[config.mk]
export PLATFORM = sky130hd
export DESIGN_NAME = north_wrdata
export DESIGN_NICKNAME = d
export VERILOG_FILES = /design/src/rtl/north_gdma_pkg.sv /design/src/rtl/north_len_fifo.sv /design/src/rtl/north_wrdata.sv
export SDC_FILE = /design/constraint.sdc
export NUM_CORES = 1
export LEC_CHECK = 0
export BUFFER_PORTS_ARGS = -buffer_cell sky130_fd_sc_hd__buf_2
export CORE_MARGIN = 2
export CORE_UTILIZATION = 60
export DETAILED_ROUTE_END_ITERATION = 12
export GPL_TIMING_DRIVEN = 0
export PLACE_DENSITY = 0.77
export SLEW_MARGIN = 15
export SYNTH_ARGS = -nofsm -noshare
export SYNTH_HDL_FRONTEND = slang
export SYNTH_SLANG_ARGS = --single-unit
[constraint.sdc]
create_clock -name clk -period 4.1 [get_ports clk]
set_input_delay 0.41 -clock clk [delete_from_list [all_inputs] [get_ports clk]]
set_output_delay 0.41 -clock clk [all_outputs]
set_load 0.1 [all_outputs]
[src/rtl/north_gdma_pkg.sv]
// Shared definitions for the north GDMA sender path.
// Holds the AXI encodings used by the address and data stages, the write-data
// FSM state type and the default data-pattern seed.
package north_gdma_pkg;

  localparam logic [1:0]  BURST_INCR = 2'b01;
  localparam logic [2:0]  AXSIZE_4B  = 3'b010;
  localparam logic [1:0]  RESP_OKAY  = 2'b00;

  localparam logic [31:0] PATTERN_SEED_DEFAULT = 32'hA5A5_0000;

  localparam int unsigned OUTST_W = 9;

  typedef enum logic {
    ST_IDLE = 1'b0,
    ST_DATA = 1'b1
  } wr_state_e;

endpackage

[src/rtl/north_len_fifo.sv]
// Synchronous FIFO holding burst lengths between the AW and W channels.
// Ports:
//   clk, rst_n   clock, asynchronous active-low reset
//   flush        empties the FIFO (takes priority over push/pop)
//   push, din    write request and data; ignored when full and not popping
//   pop, dout    read request and head entry (dout valid while !empty)
//   empty, full  occupancy flags
//   count        current number of entries
//   almost_full  registered, high when count >= DEPTH-1
module north_len_fifo #(
  parameter int unsigned WIDTH = 8,
  parameter int unsigned DEPTH = 8
) (
  input  logic                     clk,
  input  logic                     rst_n,
  input  logic                     flush,
  input  logic                     push,
  input  logic [WIDTH-1:0]         din,
  input  logic                     pop,
  output logic [WIDTH-1:0]         dout,
  output logic                     empty,
  output logic                     full,
  output logic [$clog2(DEPTH):0]   count,
  output logic                     almost_full
);

  localparam int unsigned PTR_W = $clog2(DEPTH);
  localparam logic [PTR_W:0] FULL_CNT = (PTR_W+1)'(DEPTH);
  localparam logic [PTR_W:0] AF_CNT   = (PTR_W+1)'(DEPTH - 1);

  logic [WIDTH-1:0] mem_q [DEPTH];
  logic [WIDTH-1:0] mem_d [DEPTH];
  logic [PTR_W-1:0] wr_ptr_q, wr_ptr_d;
  logic [PTR_W-1:0] rd_ptr_q, rd_ptr_d;
  logic [PTR_W:0]   count_q, count_d;
  logic             af_q, af_d;
  logic             do_push, do_pop;

  always_comb begin
    do_pop  = pop && (count_q != '0);
    // A full FIFO still accepts a push when the head leaves in the same cycle.
    do_push = push && ((count_q != FULL_CNT) || do_pop);

    mem_d    = mem_q;
    wr_ptr_d = wr_ptr_q;
    rd_ptr_d = rd_ptr_q;
    count_d  = count_q;

    if (flush) begin
      wr_ptr_d = '0;
      rd_ptr_d = '0;
      count_d  = '0;
    end else begin
      if (do_push) begin
        mem_d[wr_ptr_q] = din;
        wr_ptr_d        = wr_ptr_q + PTR_W'(1);
      end
      if (do_pop) begin
        rd_ptr_d = rd_ptr_q + PTR_W'(1);
      end
      case ({do_push, do_pop})
        2'b10:   count_d = count_q + (PTR_W+1)'(1);
        2'b01:   count_d = count_q - (PTR_W+1)'(1);
        default: count_d = count_q;
      endcase
    end

    af_d = (count_d >= AF_CNT);
  end

  always_ff @(posedge clk or negedge rst_n) begin
    if (!rst_n) begin
      mem_q    <= '{default: '0};
      wr_ptr_q <= '0;
      rd_ptr_q <= '0;
      count_q  <= '0;
      af_q     <= 1'b0;
    end else begin
      mem_q    <= mem_d;
      wr_ptr_q <= wr_ptr_d;
      rd_ptr_q <= rd_ptr_d;
      count_q  <= count_d;
      af_q     <= af_d;
    end
  end

  assign dout        = mem_q[rd_ptr_q];
  assign empty       = (count_q == '0);
  assign full        = (count_q == FULL_CNT);
  assign count       = count_q;
  assign almost_full = af_q;

endmodule

[src/rtl/north_wrdata.sv]
// AXI4 W/B stage of the north GDMA sender path.
// Records the awlen of each accepted AW, emits the matching W beats carrying
// PATTERN_SEED + word index, tracks outstanding B responses and raises
// gdma_data_done once the job is fully written and acknowledged.
// Ports:
//   clk, rst_n            clock, asynchronous active-low reset
//   op_start              job-start pulse (flushes and re-arms the stage)
//   gdma_addr_done        address stage has issued every AW of the job
//   aw_fire, aw_len       AW handshake and its awlen
//   aw_hold               length FIFO nearly full, gates awready upstream
//   gdma_ddr_wr*          AXI W channel (data/strb/last/valid/ready)
//   gdma_ddr_wrb*         AXI B channel (bresp/bvalid/bready)
//   gdma_data_done        job complete and acknowledged
//   resp_err, ovf_err     sticky error flags, cleared by op_start
module north_wrdata
  import north_gdma_pkg::*;
#(
  parameter int unsigned DATA_W         = 32,
  parameter int unsigned LEN_FIFO_DEPTH = 8,
  parameter logic [31:0] PATTERN_SEED   = PATTERN_SEED_DEFAULT
) (
  input  logic                clk,
  input  logic                rst_n,
  input  logic                op_start,
  input  logic                gdma_addr_done,
  input  logic                aw_fire,
  input  logic [7:0]          aw_len,
  output logic                aw_hold,
  output logic [DATA_W-1:0]   gdma_ddr_wrdata,
  output logic [DATA_W/8-1:0] gdma_ddr_wrstrb,
  output logic                gdma_ddr_wrlast,
  output logic                gdma_ddr_wrvalid,
  input  logic                gdma_ddr_wrready,
  input  logic [1:0]          gdma_ddr_wrbresp,
  input  logic                gdma_ddr_wrbvalid,
  output logic                gdma_ddr_wrbready,
  output logic                gdma_data_done,
  output logic                resp_err,
  output logic                ovf_err
);

  localparam int unsigned CNT_W = $clog2(LEN_FIFO_DEPTH) + 1;

  wr_state_e            state_q, state_d;
  logic [7:0]           beat_cnt_q, beat_cnt_d;
  logic [31:0]          word_idx_q, word_idx_d;
  logic [OUTST_W-1:0]   outst_q, outst_d;
  logic                 bready_q, bready_d;
  logic                 done_q, done_d;
  logic                 resp_err_q, resp_err_d;
  logic                 ovf_err_q, ovf_err_d;

  logic                 fifo_push;
  logic [7:0]           fifo_head;
  logic                 fifo_empty;
  logic                 fifo_full;
  logic [CNT_W-1:0]     fifo_count;
  logic                 fifo_af;

  logic                 w_hs, last_hs, b_hs, push_drop;

  north_len_fifo #(
    .WIDTH (8),
    .DEPTH (LEN_FIFO_DEPTH)
  ) u_len_fifo (
    .clk         (clk),
    .rst_n       (rst_n),
    .flush       (op_start),
    .push        (fifo_push),
    .din         (aw_len),
    .pop         (last_hs),
    .dout        (fifo_head),
    .empty       (fifo_empty),
    .full        (fifo_full),
    .count       (fifo_count),
    .almost_full (fifo_af)
  );

  // FSM: state register
  always_ff @(posedge clk or negedge rst_n) begin
    if (!rst_n) begin
      state_q <= ST_IDLE;
    end else begin
      state_q <= state_d;
    end
  end

  // FSM: next state
  always_comb begin
    state_d = state_q;
    if (op_start) begin
      state_d = ST_IDLE;
    end else begin
      case (state_q)
        ST_IDLE: if (!fifo_empty || fifo_push) state_d = ST_DATA;
        // Another length already queued, or arriving now, continues without a bubble.
        ST_DATA: if (last_hs && !((fifo_count > CNT_W'(1)) || fifo_push)) state_d = ST_IDLE;
        default: state_d = ST_IDLE;
      endcase
    end
  end

  // FSM: outputs, all from registers so wrlast never depends on wrready
  always_comb begin
    gdma_ddr_wrvalid = (state_q == ST_DATA);
    gdma_ddr_wrlast  = (state_q == ST_DATA) && (beat_cnt_q == fifo_head);
    gdma_ddr_wrdata  = DATA_W'(PATTERN_SEED) + DATA_W'(word_idx_q);
    gdma_ddr_wrstrb  = '1;
  end

  always_comb begin
    fifo_push = aw_fire && !op_start;
    w_hs      = gdma_ddr_wrvalid && gdma_ddr_wrready;
    last_hs   = w_hs && gdma_ddr_wrlast;
    b_hs      = gdma_ddr_wrbvalid && bready_q;
    push_drop = fifo_push && fifo_full && !last_hs;

    bready_d   = 1'b1;
    beat_cnt_d = beat_cnt_q;
    word_idx_d = word_idx_q;
    outst_d    = outst_q;
    done_d     = done_q;
    resp_err_d = resp_err_q;
    ovf_err_d  = ovf_err_q;

    if (op_start) begin
      beat_cnt_d = '0;
      word_idx_d = '0;
      outst_d    = '0;
      done_d     = 1'b0;
      resp_err_d = 1'b0;
      ovf_err_d  = 1'b0;
    end else begin
      if (last_hs) begin
        beat_cnt_d = '0;
      end else if (w_hs) begin
        beat_cnt_d = beat_cnt_q + 8'd1;
      end
      if (w_hs) begin
        word_idx_d = word_idx_q + 32'd1;
      end

      // A B with nothing outstanding is flagged and never underflows the count.
      case ({last_hs, b_hs})
        2'b10:   outst_d = outst_q + OUTST_W'(1);
        2'b01:   outst_d = (outst_q == '0) ? '0 : outst_q - OUTST_W'(1);
        default: outst_d = outst_q;
      endcase

      if (b_hs && ((gdma_ddr_wrbresp != RESP_OKAY) || (outst_q == '0))) begin
        resp_err_d = 1'b1;
      end
      if (push_drop) begin
        ovf_err_d = 1'b1;
      end
      if (gdma_addr_done && fifo_empty && (state_q == ST_IDLE) && (outst_q == '0)) begin
        done_d = 1'b1;
      end
    end
  end

  always_ff @(posedge clk or negedge rst_n) begin
    if (!rst_n) begin
      beat_cnt_q <= '0;
      word_idx_q <= '0;
      outst_q    <= '0;
      bready_q   <= 1'b0;
      done_q     <= 1'b1;
      resp_err_q <= 1'b0;
      ovf_err_q  <= 1'b0;
    end else begin
      beat_cnt_q <= beat_cnt_d;
      word_idx_q <= word_idx_d;
      outst_q    <= outst_d;
      bready_q   <= bready_d;
      done_q     <= done_d;
      resp_err_q <= resp_err_d;
      ovf_err_q  <= ovf_err_d;
    end
  end

  assign aw_hold           = fifo_af;
  assign gdma_ddr_wrbready = bready_q;
  assign gdma_data_done    = done_q;
  assign resp_err          = resp_err_q;
  assign ovf_err           = ovf_err_q;

endmodule

* Word level (Yosys, flattened, before mapping)
Cells that the tools add are included.
** Word-level totals
- Bits of input ports :: 17
- Flip-flop bits (word level) :: 129
- Logic and storage cells :: 111
- Output and inout port bits :: 43
** Operators by class
- Bitwise gates (word level) :: 4
- $add $sub $neg :: 9
- Equality and inequality tests :: 7
- $lt $le $gt $ge :: 5
- Reduce and logical (&&, ||, !) cells :: 36
- Multiplexer cells :: 30
** Operators with widths (number)
- 64-bit bitwise mux :: 1
- 32-bit 2-to-1 mux :: 2
- 8-bit 2-to-1 mux :: 6
- 32-bit by 1-bit adder with 32-bit output (second input constant) :: 1
- 32-bit adder (first input constant) :: 1
- 8-bit binary-select mux with 3-bit select :: 1
- 8-bit demux with 3-bit select :: 1
- 9-bit 2-to-1 mux :: 2
- 9-bit one-hot mux with 2 select lines :: 1
- 1-bit logical AND :: 15
- 2-bit nonzero test :: 7
- 3-bit 2-to-1 mux :: 4
- 9-bit by 1-bit adder with 9-bit output (second input constant) :: 1
- 9-bit logical NOT :: 1
- 1-bit 2-to-1 mux :: 9
- 9-bit by 1-bit subtractor with 9-bit output (second input constant) :: 1
- 8-bit by 1-bit adder with 8-bit output (second input constant) :: 1
- 8-bit equality test :: 1
- 4-bit >= comparator (second input constant) :: 2
- 3-bit NOT with 4-bit output :: 2
- 4-bit one-hot mux with 2 select lines :: 1
- 3-bit by 1-bit adder with 3-bit output (second input constant) :: 2
- 3-bit nonzero test :: 2
- 4-bit by 1-bit adder with 4-bit output (second input constant) :: 1
- other kinds (16) :: 25

* Depth between registers and ports, before layout
Gate-level depths: netlist (run 1).
- Depth after elaboration :: 14
- Mapped depth :: 13
- Mapped depth without buffers :: 10

* Cells and area by module
A second synthesis (run 1) with hierarchy kept.
** Second synthesis, totals
- Cell total of the unflattened synthesis :: 662
- Area, all modules :: 7268.2 um^2
** By module, submodules not included
- north_len_fifo :: times used 1, cells each 234, seq. area each 1876.8 um^2, area each 3651.0 um^2
- north_wrdata :: times used 1, cells each 428, seq. area each 1352.5 um^2, area each 3617.2 um^2

* Worst setup path before layout (run 1)
OpenSTA, ideal clock, no wires.
- Path type :: reg-to-reg
- Start point :: register u_len_fifo.rd_ptr_q[0]
- End point :: register beat_cnt_q[5]
- Stages on the path, launching flop included :: 13
- Data required time :: 3.970 ns
- Path slack :: 0.139 ns
- Buffers on the path :: 3
- Data arrival time :: 3.831 ns
- Library setup time :: 0.130 ns
- Cells stage by stage :: dfrtp_1 buf_4 buf_6 mux2_2 a2bb2oi_1 a21o_1 a2111o_1 nor2_1 or3_1 clkbuf_1 nor2_1 o21ai_0 o41ai_1
** On the way
- Word-level cells in the longest chain between the ends :: 9
** Ends and longest elaborated chain
- start, declared :: line north_len_fifo.sv:34 : logic [PTR_W-1:0] rd_ptr_q, rd_ptr_d;
- start signal, assigned :: line north_len_fifo.sv:81 : rd_ptr_q <= rd_ptr_d;
- 3-bit NOT with 4-bit output (not written as such) * :: line north_len_fifo.sv:87 : assign dout = mem_q[rd_ptr_q];
- 8-bit binary-select mux with 3-bit select * :: line north_len_fifo.sv:87
- 8-bit 2-to-1 mux (not written as such) * (2 in a row) :: line north_len_fifo.sv:87
- 8-bit equality test * :: line north_wrdata.sv:106 : gdma_ddr_wrlast = (state_q == ST_DATA) && (beat_cnt_q == fifo_head);
- 1-bit logical AND * :: line north_wrdata.sv:106
- via gdma_ddr_wrlast :: line north_wrdata.sv:31 : output logic gdma_ddr_wrlast,
- 1-bit logical AND * :: line north_wrdata.sv:114 : last_hs = w_hs && gdma_ddr_wrlast;
- 8-bit 2-to-1 mux :: line north_wrdata.sv:134 : if (last_hs) begin
- 8-bit 2-to-1 mux :: line north_wrdata.sv:126 : if (op_start) begin
- end signal, assigned :: line north_wrdata.sv:172 : beat_cnt_q <= beat_cnt_d;
- end, declared :: line north_wrdata.sv:45 : logic [7:0] beat_cnt_q, beat_cnt_d;
The timed path passes the listed nets; every way through them passes the cells marked *. The select of a mux whose other input is x is not followed.
A chain may end at the register's enable or synchronous reset.

* Worst setup path in the final report (run 1)
- Start point :: register u_len_fifo.rd_ptr_q[2]
- End point :: register u_len_fifo.mem_q[27] in the netlist's numbering
** On the way
- Word-level cells in the longest chain between the ends :: 11
** Ends and longest elaborated chain
- 3-bit NOT with 4-bit output (not written as such) :: line north_len_fifo.sv:87
- 8-bit binary-select mux with 3-bit select :: line north_len_fifo.sv:87
- 8-bit 2-to-1 mux (not written as such) (2 in a row) :: line north_len_fifo.sv:87
- 8-bit equality test :: line north_wrdata.sv:106
- 1-bit logical AND :: line north_wrdata.sv:106
- 1-bit logical AND :: line north_wrdata.sv:114
- 1-bit logical AND :: line north_len_fifo.sv:40 : do_pop = pop && (count_q != '0);
- 1-bit logical OR :: line north_len_fifo.sv:42 : do_push = push && ((count_q != FULL_CNT) || do_pop);
- 1-bit logical AND :: line north_len_fifo.sv:42
- 2-bit AND reduction (no source line)
- end signal, assigned :: line north_len_fifo.sv:79 : mem_q <= mem_d;
- end, declared :: line north_len_fifo.sv:31 : logic [WIDTH-1:0] mem_q [DEPTH];
Every way passes these cells. The select of a mux whose other input is x is not followed.

==> results.sh, run 1 <==
export IMPL_yosysTopAreaCell="dfrtp_1"
export IMPL_ys_ff_latch=129
export IMPL_grt_first_pass_wirelength_um=25240
export IMPL_drt_pre_antenna_iters=7
export IMPL_power_density_mw_per_mm2=454.4
export IMPL_path_common_cell="buf_6"
export IMPL_hold_slack_ns=0.2860
export IMPL_layout_drive_gt1_share_pct=26.58
export IMPL_relSlewSlack_pct=53.52
export IMPL_finClkSkew_ns=0.008729
export IMPL_slowest_stage="nor3b_4"
export IMPL_path_max_fanout=10
export IMPL_multi_input_area_sq_mm=0.003477
export IMPL_crit_chain="buf_6, buf_2, mux4_2, mux2i_1, xnor2_1, a2111oi_4, nand3_4, and3_4, or3_1, buf_6, nor3b_4, mux2_2"
export IMPL_drtIter0Drc=297
export IMPL_wl_per_cell_um=17.09
export IMPL_design_core_area_sq_mm=0.01142
export IMPL_p_leak_nw=3.656
export IMPL_synthArstFlopShare_pct=100.0
export IMPL_syn_area_sq_mm=0.007037
export IMPL_final_common_cell="dfrtp_1"
export IMPL_cts_buffer_depth=2
export IMPL_crit_type="reg -> reg"
export IMPL_cp_required_ns=4.41
export IMPL_crit_path_end_kind="register"
export IMPL_synth_edf_count=0
export IMPL_rsz0062_at_grt="no"
export IMPL_overflow=0
export IMPL_dp_cells=855
export IMPL_die_height_um=112.3
export IMPL_register_area_sq_mm=0.003229
export IMPL_hp_class="in -> reg"
export IMPL_hold_viol=0
export IMPL_irDropWorstVdd_uv=437.8
export IMPL_tightest_slew_ns=0.6908
export IMPL_slowest_delay_ns=0.54
export IMPL_postCtsSetupBuffers=0
export IMPL_grt_use_total_pct=25.20
export IMPL_yosysTopAreaCellShare_pct=45.52
export IMPL_layout_common_cells="dfrtp_1, nor2_1, mux2_2"
export IMPL_fill_cells=844
export IMPL_syn_avg_cell_area_sq_um=10.78
export IMPL_die_x_um=112.3
export IMPL_routed_wl_um=15180
export IMPL_syn2layout_area_growth_pct=15.56
export IMPL_grt_pass1_vias=5219
export IMPL_synthTopCellsByArea="dfrtp_1, mux2_2, xor2_1"
export IMPL_fin_total_pwr_w=0.003695
export IMPL_vias_per_cell=5.841
export IMPL_synth_cell_type_count=61
export IMPL_fin_cells=888
export IMPL_grt_max_degree=86
export IMPL_initial_core_util_pct=61.63
export IMPL_min_period_ns=3.989
export IMPL_cp_arrival_ns=4.30
export IMPL_cts_sinks=129
export IMPL_fin_area_sq_mm=0.008132
export IMPL_io_pin_count=60
export IMPL_cts_made_buffers=17
export IMPL_routabilityCongestion=0.9259
export IMPL_dpl_cell_area_sq_mm=0.007535
export IMPL_setup_viol=0
export IMPL_cts_max_level=4
export IMPL_die_area_sq_mm=0.01261
export IMPL_slew_violations=0
export IMPL_finalSetupTns_ns=0
export IMPL_clkTransAtPathRegs_ns=0.06
export IMPL_antenna_cells=0
export IMPL_status="finished, final reports clean"
export IMPL_drc_errors=0
export IMPL_max_cap_violations=0
export IMPL_nNetsFinal=759
export IMPL_synth_seq_area_share_pct=45.89
export IMPL_yosysWarnings=0
export IMPL_cts_root_buf="clkbuf_16"
export IMPL_io_buffers=54
export IMPL_dp_hpwl_um=10390
export IMPL_rows=39
export IMPL_ant_nets=0
export IMPL_start_kind="register"
export IMPL_tritoncts="yes"
export IMPL_fmax_mhz=250.7
export IMPL_synth_ff_type="dfrtp_1"
export IMPL_synth_cells=653
export IMPL_antenna_found_initial=0
export IMPL_vias=5187
export IMPL_insertion_delay_ns=0.43
export IMPL_period_share_pct=97.29
-- metal layers --
| layer | share of wire [%] | vias to the layer above | GRT usage, % |
|---|---|---|---|
| met2 | 49 | 152 | 41.97 |
| met1 | 43 | 2557 | 32.03 |
| met3 | 5.2 | 31 | 6.587 |
| met4 | 2.4 | 0 | 9.187 |
| met5 | 0 | - | 0 |
| li1 | - | 2447 | - |
-- layout make-up --
type	count	area share, %
repair buffers	56	3.862
plain buffers	49	3.570
clock buffers	24	5.924
well taps	143	2.200
flip-flops and latches	129	39.71
clock inverters	8	1.277
multi-input cells	464	42.76
inverters	15	0.6924
-- synthesized netlist by cell type (3+ instances only) --
library cell    n
a21o_1          4
a21oi_1        19
and2_1          5
and3_1          8
and4_1          4
buf_1           5
buf_2           3
buf_4          21
buf_6           3
clkbuf_1       17
dfrtp_1       128
ha_1           10
inv_1          15
mux2_2         65
mux2i_1        21
mux4_2         11
nand2_1        42
nand2b_1        6
nand3_1        24
nand4_1        10
nor2_1         70
nor2b_1         3
nor3_1          8
o2111ai_1       3
o21a_1          5
o21ai_0        27
or3_1          12
xnor2_1        23
xor2_1         36
-- power by group --
part	switching, W	internal, W
sequential	0.000104	0.00144
clock	0.000550	0.000942
combinational	0.000368	0.000293
total	0.00102	0.00267
-- per-stage QoR --
stage          util, %  worst slack [ns]
5_1_grt          71.21          0.005699
3_5_place_dp     65.99            0.1370
2_1_floorplan        -            0.1387
4_1_cts          71.20            0.1054
6_report         71.21            0.1109
3_3_place_gp     65.69            0.1540
-- critical path, delay by kind of cell, from the launching register on --
| kind | cells | cell delay (ns) |
|---|---|---|
| AOI/OAI and AO/OA | 1 | 0.46 |
| and+or+nand+nor | 4 | 1.27 |
| DFF | 1 | 0.34 |
| muxes | 3 | 1.01 |
| buffers and inverters | 3 | 0.59 |
| xor gates and xnor gates | 1 | 0.17 |
-- path summary, 6_finish.rpt --
kind / from / to / slack, ns / cells past startpoint
max: u_len_fifo.rd_ptr_q[2] / u_len_fifo.mem_q[27] / 0.11 / 12
max reg2reg: u_len_fifo.rd_ptr_q[2] / u_len_fifo.mem_q[27] / 0.11 / 12
max in group asynchronous: rst_n / u_len_fifo.mem_q[5] / 2.87 / 3
min in group asynchronous: rst_n / outst_q[3] / 0.47 / 2
min reg2reg: u_len_fifo.mem_q[25] / u_len_fifo.mem_q[25] / 0.48 / 1
min: gdma_addr_done / gdma_data_done / 0.29 / 3
-- sequential cells by signal (all words and copies together), names as in the netlist --
register	cells
outst_q	9
gdma_data_done	1
u_len_fifo.mem_q	64
beat_cnt_q	8
ovf_err	1
u_len_fifo.almost_full	1
gdma_ddr_wrvalid	1
resp_err	1
u_len_fifo.wr_ptr_q	3
gdma_ddr_wrbready	1
u_len_fifo.rd_ptr_q	3
word_idx_q	32
u_len_fifo.count	4
-- cell families after synthesis --
| family | synth area share (%) |
|---|---|
| flip-flops | 45.89 |
| buffers and inverters | 4.907 |
| AO/OA/AOI/OAI | 8.304 |
| multiplexers | 17.07 |
| adder cells (fa/ha/maj) | 1.778 |
| AND/OR/NAND/NOR | 14.65 |
| XOR/XNOR | 7.343 |
| other | 0.05329 |
-- what timing repair did --
action	4_1_cts	5_1_grt
endpoints found under the hold margin	44	0
setup endpoints to repair	0	27
gates resized for setup	0	2
hold buffers	1	0
(Power assumes the default switching activity.)
==> inputs of run 2 (changes only) <==
--- a/config.mk
+++ b/config.mk
@@ -14,4 +14,5 @@
 export SLEW_MARGIN = 15
 export SYNTH_ARGS = -nofsm -noshare
 export SYNTH_HDL_FRONTEND = slang
+export SYNTH_HIERARCHICAL = 1
 export SYNTH_SLANG_ARGS = --single-unit
==> run 2 against run 1 <==
Compared with the run above: sequential cell count unchanged; critical endpoint is now u_len_fifo/almost_full; highest routed layer unchanged; synthesized cell count increased by 1.4%; critical path depth increased by 4; largest power group is now the clock network; worst setup slack improved by 0.085 ns; final cell count increased by 1.8%; die area increased by 3.2%.
==> results.sh, run 2 <==
export IMPL_rsz0062_at_grt="no"
export IMPL_slowest_stage="mux4_2"
export IMPL_hold_viol=0
export IMPL_vias=5512
export IMPL_crit_path_end_kind="register"
export IMPL_overflow=0
export IMPL_tritoncts="yes"
export IMPL_synthArstFlopShare_pct=100.0
export IMPL_fmax_mhz=256.2
export IMPL_synth_cell_type_count=68
export IMPL_synth_most_common_cell="dfrtp_1"
export IMPL_design_core_area_sq_mm=0.01191
export IMPL_wl_per_cell_um=18.60
export IMPL_drt_pre_antenna_iters=5
export IMPL_start_kind="register"
export IMPL_die_area_sq_mm=0.01301
export IMPL_io_buffers=55
export IMPL_cts_made_buffers=17
export IMPL_cp_arrival_ns=4.26
export IMPL_dp_cells=869
export IMPL_yosysTopAreaCell="dfrtp_1"
export IMPL_clkTransAtPathRegs_ns=0.06
export IMPL_cts_root_buf="clkbuf_16"
export IMPL_syn_avg_cell_area_sq_um=10.98
export IMPL_synth_ff_type="dfrtp_1"
export IMPL_grt_use_total_pct=27.11
export IMPL_top_register="u_len_fifo/mem_q"
export IMPL_status="finished, final reports clean"
export IMPL_critPathTopFamily="multiplexers"
export IMPL_antenna_cells=0
export IMPL_finClkSkew_ns=0.006158
export IMPL_path_common_cell="ha_4"
export IMPL_synth_seq_area_share_pct=44.43
export IMPL_layout_common_cells="dfrtp_1, mux2_2, buf_2"
export IMPL_period_share_pct=95.22
export IMPL_synthTopCellsByArea="dfrtp_1, mux2_2, mux4_2"
export IMPL_final_common_cell="dfrtp_1"
export IMPL_grt_max_degree=73
export IMPL_largest_reg_flops=64
export IMPL_startpoint="u_len_fifo/rd_ptr_q[0]"
export IMPL_max_cap_violations=0
export IMPL_layout_drive_gt1_share_pct=32.50
export IMPL_routed_wl_um=16820
export IMPL_io_pin_count=60
export IMPL_die_x_um=114.1
export IMPL_synth_commonest_cells="dfrtp_1, mux2_2, nor2_1, xnor2_1, nand2_1"
export IMPL_reg_top3="u_len_fifo/mem_q: 64 flops, word_idx_q: 32 flops, outst_q: 9 flops"
export IMPL_die_height_um=114.1
export IMPL_grt_first_pass_wirelength_um=27410
export IMPL_crit_chain="buf_6, buf_12, mux4_2, mux2_2, xnor2_2, and4_4, nand3_4, buf_8, inv_4, o21ai_2, ha_4, ha_4, nand3_1, and4b_1, a2111oi_4, a21o_1"
export IMPL_rows=40
export IMPL_synth_cells=662
export IMPL_crit_type="reg -> reg"
export IMPL_path_max_fanout=10
export IMPL_power_density_mw_per_mm2=472.8
export IMPL_vias_per_cell=6.097
export IMPL_setup_viol=0
export IMPL_initial_core_util_pct=61.02
export IMPL_syn_area_sq_mm=0.007268
export IMPL_fin_cells=904
export IMPL_ant_nets=0
export IMPL_cts_buffer_depth=2
export IMPL_slowest_delay_ns=0.52
export IMPL_tightest_slew_ns=1.205
export IMPL_layout_setup_ws_ns=0.1960
export IMPL_hp_class="in -> reg"
export IMPL_nNetsFinal=772
export IMPL_fill_cells=839
export IMPL_grt_pass1_vias=5511
export IMPL_drc_errors=0
export IMPL_cts_max_level=4
export IMPL_routabilityCongestion=0.8986
export IMPL_final_core_util_pct=72.52
export IMPL_cp_depth=16
export IMPL_yosysWarnings=6
export IMPL_cts_sinks=129
export IMPL_worst_r2r_cell_count=16
export IMPL_min_period_ns=3.904
export IMPL_irDropWorstVdd_uv=380.7
export IMPL_synth_edf_count=0
export IMPL_slew_violations=0
export IMPL_hp_start="aw_fire"
export IMPL_yosysTopAreaCellShare_pct=44.07
export IMPL_cp_buffers_inverters=4
export IMPL_antenna_found_initial=0
export IMPL_ys_ff_latch=129
export IMPL_min_path_cells=3
export IMPL_r2r_start="u_len_fifo/rd_ptr_q[0]"
export IMPL_drtIter0Drc=349
export IMPL_p_leak_nw=3.792
export IMPL_insertion_delay_ns=0.42
export IMPL_dp_hpwl_um=11290
export IMPL_dp_slack_ns=-0.8739
export IMPL_cp_required_ns=4.46
export IMPL_syn2layout_area_growth_pct=18.85
export IMPL_relSlewSlack_pct=18.99
-- run 2: report_power, final --
group / internal [W] / switching [W]
Sequential: 0.00139 / 0.0000959
Clock: 0.00102 / 0.000589
Combinational: 0.000408 / 0.000579
-- run 2: repair_timing --
item / CTS / global route
buffers inserted: 2 / 4
hold endpoints to repair: 56 / 0
resized for setup: 17 / 14
hold buffers: 1 / 0
endpoints found under the setup margin: 54 / 2
pin swaps: 1 / 5
-- run 2: logic make-up after synthesis --
| group | after synthesis | synth area share [%] |
|---|---|---|
| fa+ha+maj | 11 | 1.997 |
| simple gates | 213 | 17.35 |
| flops | 129 | 44.43 |
| compound gates | 82 | 7.626 |
| other cells | 1 | 0.05159 |
| mux | 93 | 16.84 |
| xor+xnor | 50 | 6.025 |
| buf+inv | 83 | 5.681 |
-- run 2: worst reg2reg max path: stages (launching register included) --
cell       delay [ns]
dfrtp_1          0.37
buf_6            0.13
buf_12           0.13
mux4_2           0.52
mux2_2           0.32
xnor2_2          0.20
and4_4           0.30
nand3_4          0.13
buf_8            0.19
inv_4            0.11
o21ai_2          0.11
ha_4             0.22
ha_4             0.29
nand3_1          0.13
and4b_1          0.23
a2111oi_4        0.34
a21o_1           0.13
-- run 2: worst paths after layout --
kind	to	slack [ns]
setup / recovery	u_len_fifo/almost_full	0.20
hold / removal	gdma_ddr_wrvalid	0.25
setup reg to reg	u_len_fifo/almost_full	0.20
hold reg to reg	resp_err	0.50
max in group asynchronous	u_len_fifo/mem_q[14]	2.84
min in group asynchronous	gdma_ddr_wrbready	0.53
-- run 2: stage by stage --
stage,total power [W],hold slack [ns],cell area (sq um),TNS [ns]
finish,0.004084,0.2543,8638,0
global route,0.004251,0.2740,8638,0
CTS,0.004057,0.2448,8507,0
detailed placement,0.002432,0.4243,7789,-17.02
global placement,0.002382,0.4715,7755,-16.27
floorplan,0.002174,0.1144,7296,0
-- run 2: area by class of cell --
class / instances / area, sq um / share of cell area [%]
Timing Repair Buffer: 63 / 376.6 / 4.360
Multi-Input combinational cell: 454 / 3776 / 43.71
Buffer: 55 / 344.1 / 3.983
Sequential cell: 129 / 3231 / 37.40
Tap cell: 147 / 183.9 / 2.129
Inverter: 24 / 92.59 / 1.072
Clock inverter: 15 / 209.0 / 2.419
Clock buffer: 17 / 425.4 / 4.925
-- run 2: metal layers --
layer	track usage, %	routed length, um	up-vias
met4	13.50	537	0
li1	-	-	2562
met3	5.029	775	43
met2	44.92	8438	171
met1	34.42	7066	2736
met5	0	0	-
==> inputs of run 3 (changes only) <==
--- a/config.mk
+++ b/config.mk
@@ -10,7 +10,7 @@
 export CORE_UTILIZATION = 60
 export DETAILED_ROUTE_END_ITERATION = 12
 export GPL_TIMING_DRIVEN = 0
-export PLACE_DENSITY = 0.77
+export PLACE_DENSITY = 0.83
 export SLEW_MARGIN = 15
 export SYNTH_ARGS = -nofsm -noshare
 export SYNTH_HDL_FRONTEND = slang
==> run 3 against run 2 <==
Compared with the run above: clock skew is 0.0016 ns higher; worst hold slack improved by 0.027 ns; core utilization shrank 0.34 points; critical path type unchanged; largest cell class unchanged; largest power group unchanged.
==> results.sh, run 3 (synthesis gave the netlist of run 2 again) <==
export IMPL_ant_nets=0
export IMPL_layout_common_cells="dfrtp_1, mux2_2, buf_2"
export IMPL_period_share_pct=96.64
export IMPL_drc_errors=0
export IMPL_antenna_cells=0
export IMPL_syn2layout_area_growth_pct=18.30
export IMPL_hold_slack_ns=0.2811
export IMPL_overflow=0
export IMPL_hp_class="in -> reg"
export IMPL_design_core_area_sq_mm=0.01191
export IMPL_final_common_cell="dfrtp_1"
export IMPL_layout_drive_gt1_share_pct=32.15
export IMPL_grt_pass1_vias=5676
export IMPL_start_kind="register"
export IMPL_grt_first_pass_wirelength_um=27990
export IMPL_cts_root_buf="clkbuf_16"
export IMPL_path_max_fanout=10
export IMPL_status="finished, final reports clean"
export IMPL_insertion_delay_ns=0.42
export IMPL_crit_type="reg -> reg"
export IMPL_fmax_mhz=252.4
export IMPL_initial_core_util_pct=61.02
export IMPL_clkTransAtPathRegs_ns=0.06
export IMPL_cts_sinks=129
export IMPL_antenna_found_initial=0
export IMPL_vias=5721
export IMPL_relSlewSlack_pct=29.89
export IMPL_routed_wl_um=17300
export IMPL_worst_r2r_cell_count=16
export IMPL_cts_buffer_depth=2
export IMPL_die_x_um=114.1
export IMPL_dp_hpwl_um=11180
export IMPL_vias_per_cell=6.315
export IMPL_die_area_sq_mm=0.01301
export IMPL_reg_top3="u_len_fifo/mem_q: 64 flops, word_idx_q: 32 flops, outst_q: 9 flops"
export IMPL_path_common_cell="clkbuf_4"
export IMPL_drtIter0Drc=473
export IMPL_max_cap_violations=0
export IMPL_cp_required_ns=4.46
export IMPL_min_path_cells=3
export IMPL_io_pin_count=60
export IMPL_dpl_cell_area_sq_mm=0.007789
export IMPL_fin_area_sq_mm=0.008598
export IMPL_cp_arrival_ns=4.32
export IMPL_die_height_um=114.1
export IMPL_cts_made_buffers=17
export IMPL_p_leak_nw=3.784
export IMPL_grt_max_degree=69
export IMPL_largest_reg_flops=64
export IMPL_regToRegEndpoint="u_len_fifo/almost_full"
export IMPL_nNetsFinal=774
export IMPL_hold_viol=0
export IMPL_slew_violations=0
export IMPL_setup_viol=0
export IMPL_slowest_delay_ns=0.36
export IMPL_r2r_start="u_len_fifo/rd_ptr_q[1]"
export IMPL_finClkSkew_ns=0.007749
export IMPL_power_density_mw_per_mm2=462.0
export IMPL_slowest_stage="dfrtp_1"
export IMPL_rrSetupSlack_ns=0.14
export IMPL_crit_path_end_kind="register"
export IMPL_routabilityCongestion=0.8718
export IMPL_wl_per_cell_um=19.09
export IMPL_holdPathEnd="gdma_ddr_wrvalid"
export IMPL_grt_use_total_pct=27.80
export IMPL_rows=40
export IMPL_cts_max_level=4
export IMPL_drt_pre_antenna_iters=7
export IMPL_startpoint="u_len_fifo/rd_ptr_q[1]"
export IMPL_min_period_ns=3.962
export IMPL_top_register="u_len_fifo/mem_q"
export IMPL_crit_chain="clkbuf_4, clkbuf_4, mux4_2, mux2_2, xnor2_2, and4_4, nand3_4, buf_8, inv_4, o21ai_2, ha_4, ha_1, nand3_1, and4b_1, a2111oi_4, a21o_1"
export IMPL_irDropWorstVdd_uv=387.3
export IMPL_tritoncts="yes"
export IMPL_hp_start="aw_fire"
export IMPL_io_buffers=55
export IMPL_tightest_slew_ns=1.043
[run 3: through the flow]
stage | util [%] | worst slack (ns) | TNS [ns] | instances | total power (W)
after floorplan | - | 0.01720 | 0 | 666 | 0.002174
after global placement | 65.11 | -0.7820 | -14.10 | 868 | 0.002373
after detailed placement | 65.39 | -0.9211 | -17.43 | 869 | 0.002411
after CTS | 71.44 | 0.002890 | 0 | 901 | 0.003957
after global routing | 72.18 | -0.06320 | -0.06320 | 906 | 0.004144
final | 72.18 | 0.1376 | 0 | 906 | 0.003973
[run 3: what timing repair did]
item,in CTS,in global routing
hold buffers,1,0
setup buffers,2,5
gates resized for setup,25,6
pin swaps,3,1
hold endpoints to repair,2,0
setup endpoints to repair,55,4
[run 3: worst max-delay path: cells and delay by family, from the launching register on]
kind	cells	cell delay, ns
buffers and inverters	4	0.80
and+or+nand+nor	4	0.75
muxes	2	0.64
AOI/OAI and AO/OA	3	0.59
adders and majority gates	2	0.54
DFF	1	0.36
xor gates and xnor gates	1	0.22
[run 3: routing by layer]
layer,wire [um],track usage (%)
met1,7138,35.85
met2,8739,45.67
met3,1101,6.670
met4,315,11.14
met5,0,0
[run 3: layout make-up]
cell class	instances	area (sq um)
Tap cell	147	183.9
Multi-Input combinational cell	454	3755
Buffer	56	360.3
Timing Repair Buffer	64	384.1
Fill cell	794	3313
Inverter	24	92.59
Clock buffer	18	439.2
Sequential cell	129	3229
Clock inverter	14	153.9
[run 3: worst max path at each step]
stage | depth (start not counted) | slack (ns) | to
global placement | 17 | -0.78 | u_len_fifo/almost_full
CTS | 16 | 0.003 | u_len_fifo/almost_full
floorplan | 17 | 0.02 | u_len_fifo/almost_full
global route | 16 | -0.06 | u_len_fifo/almost_full
detailed placement | 17 | -0.92 | u_len_fifo/almost_full
finish | 16 | 0.14 | u_len_fifo/almost_full
[run 3: power by group]
group / internal (W) / switching (W) / leakage, nW
registers: 0.00139 / 0.0000966 / 1.76
clock network: 0.000919 / 0.000598 / 0.284
logic: 0.000400 / 0.000570 / 1.74
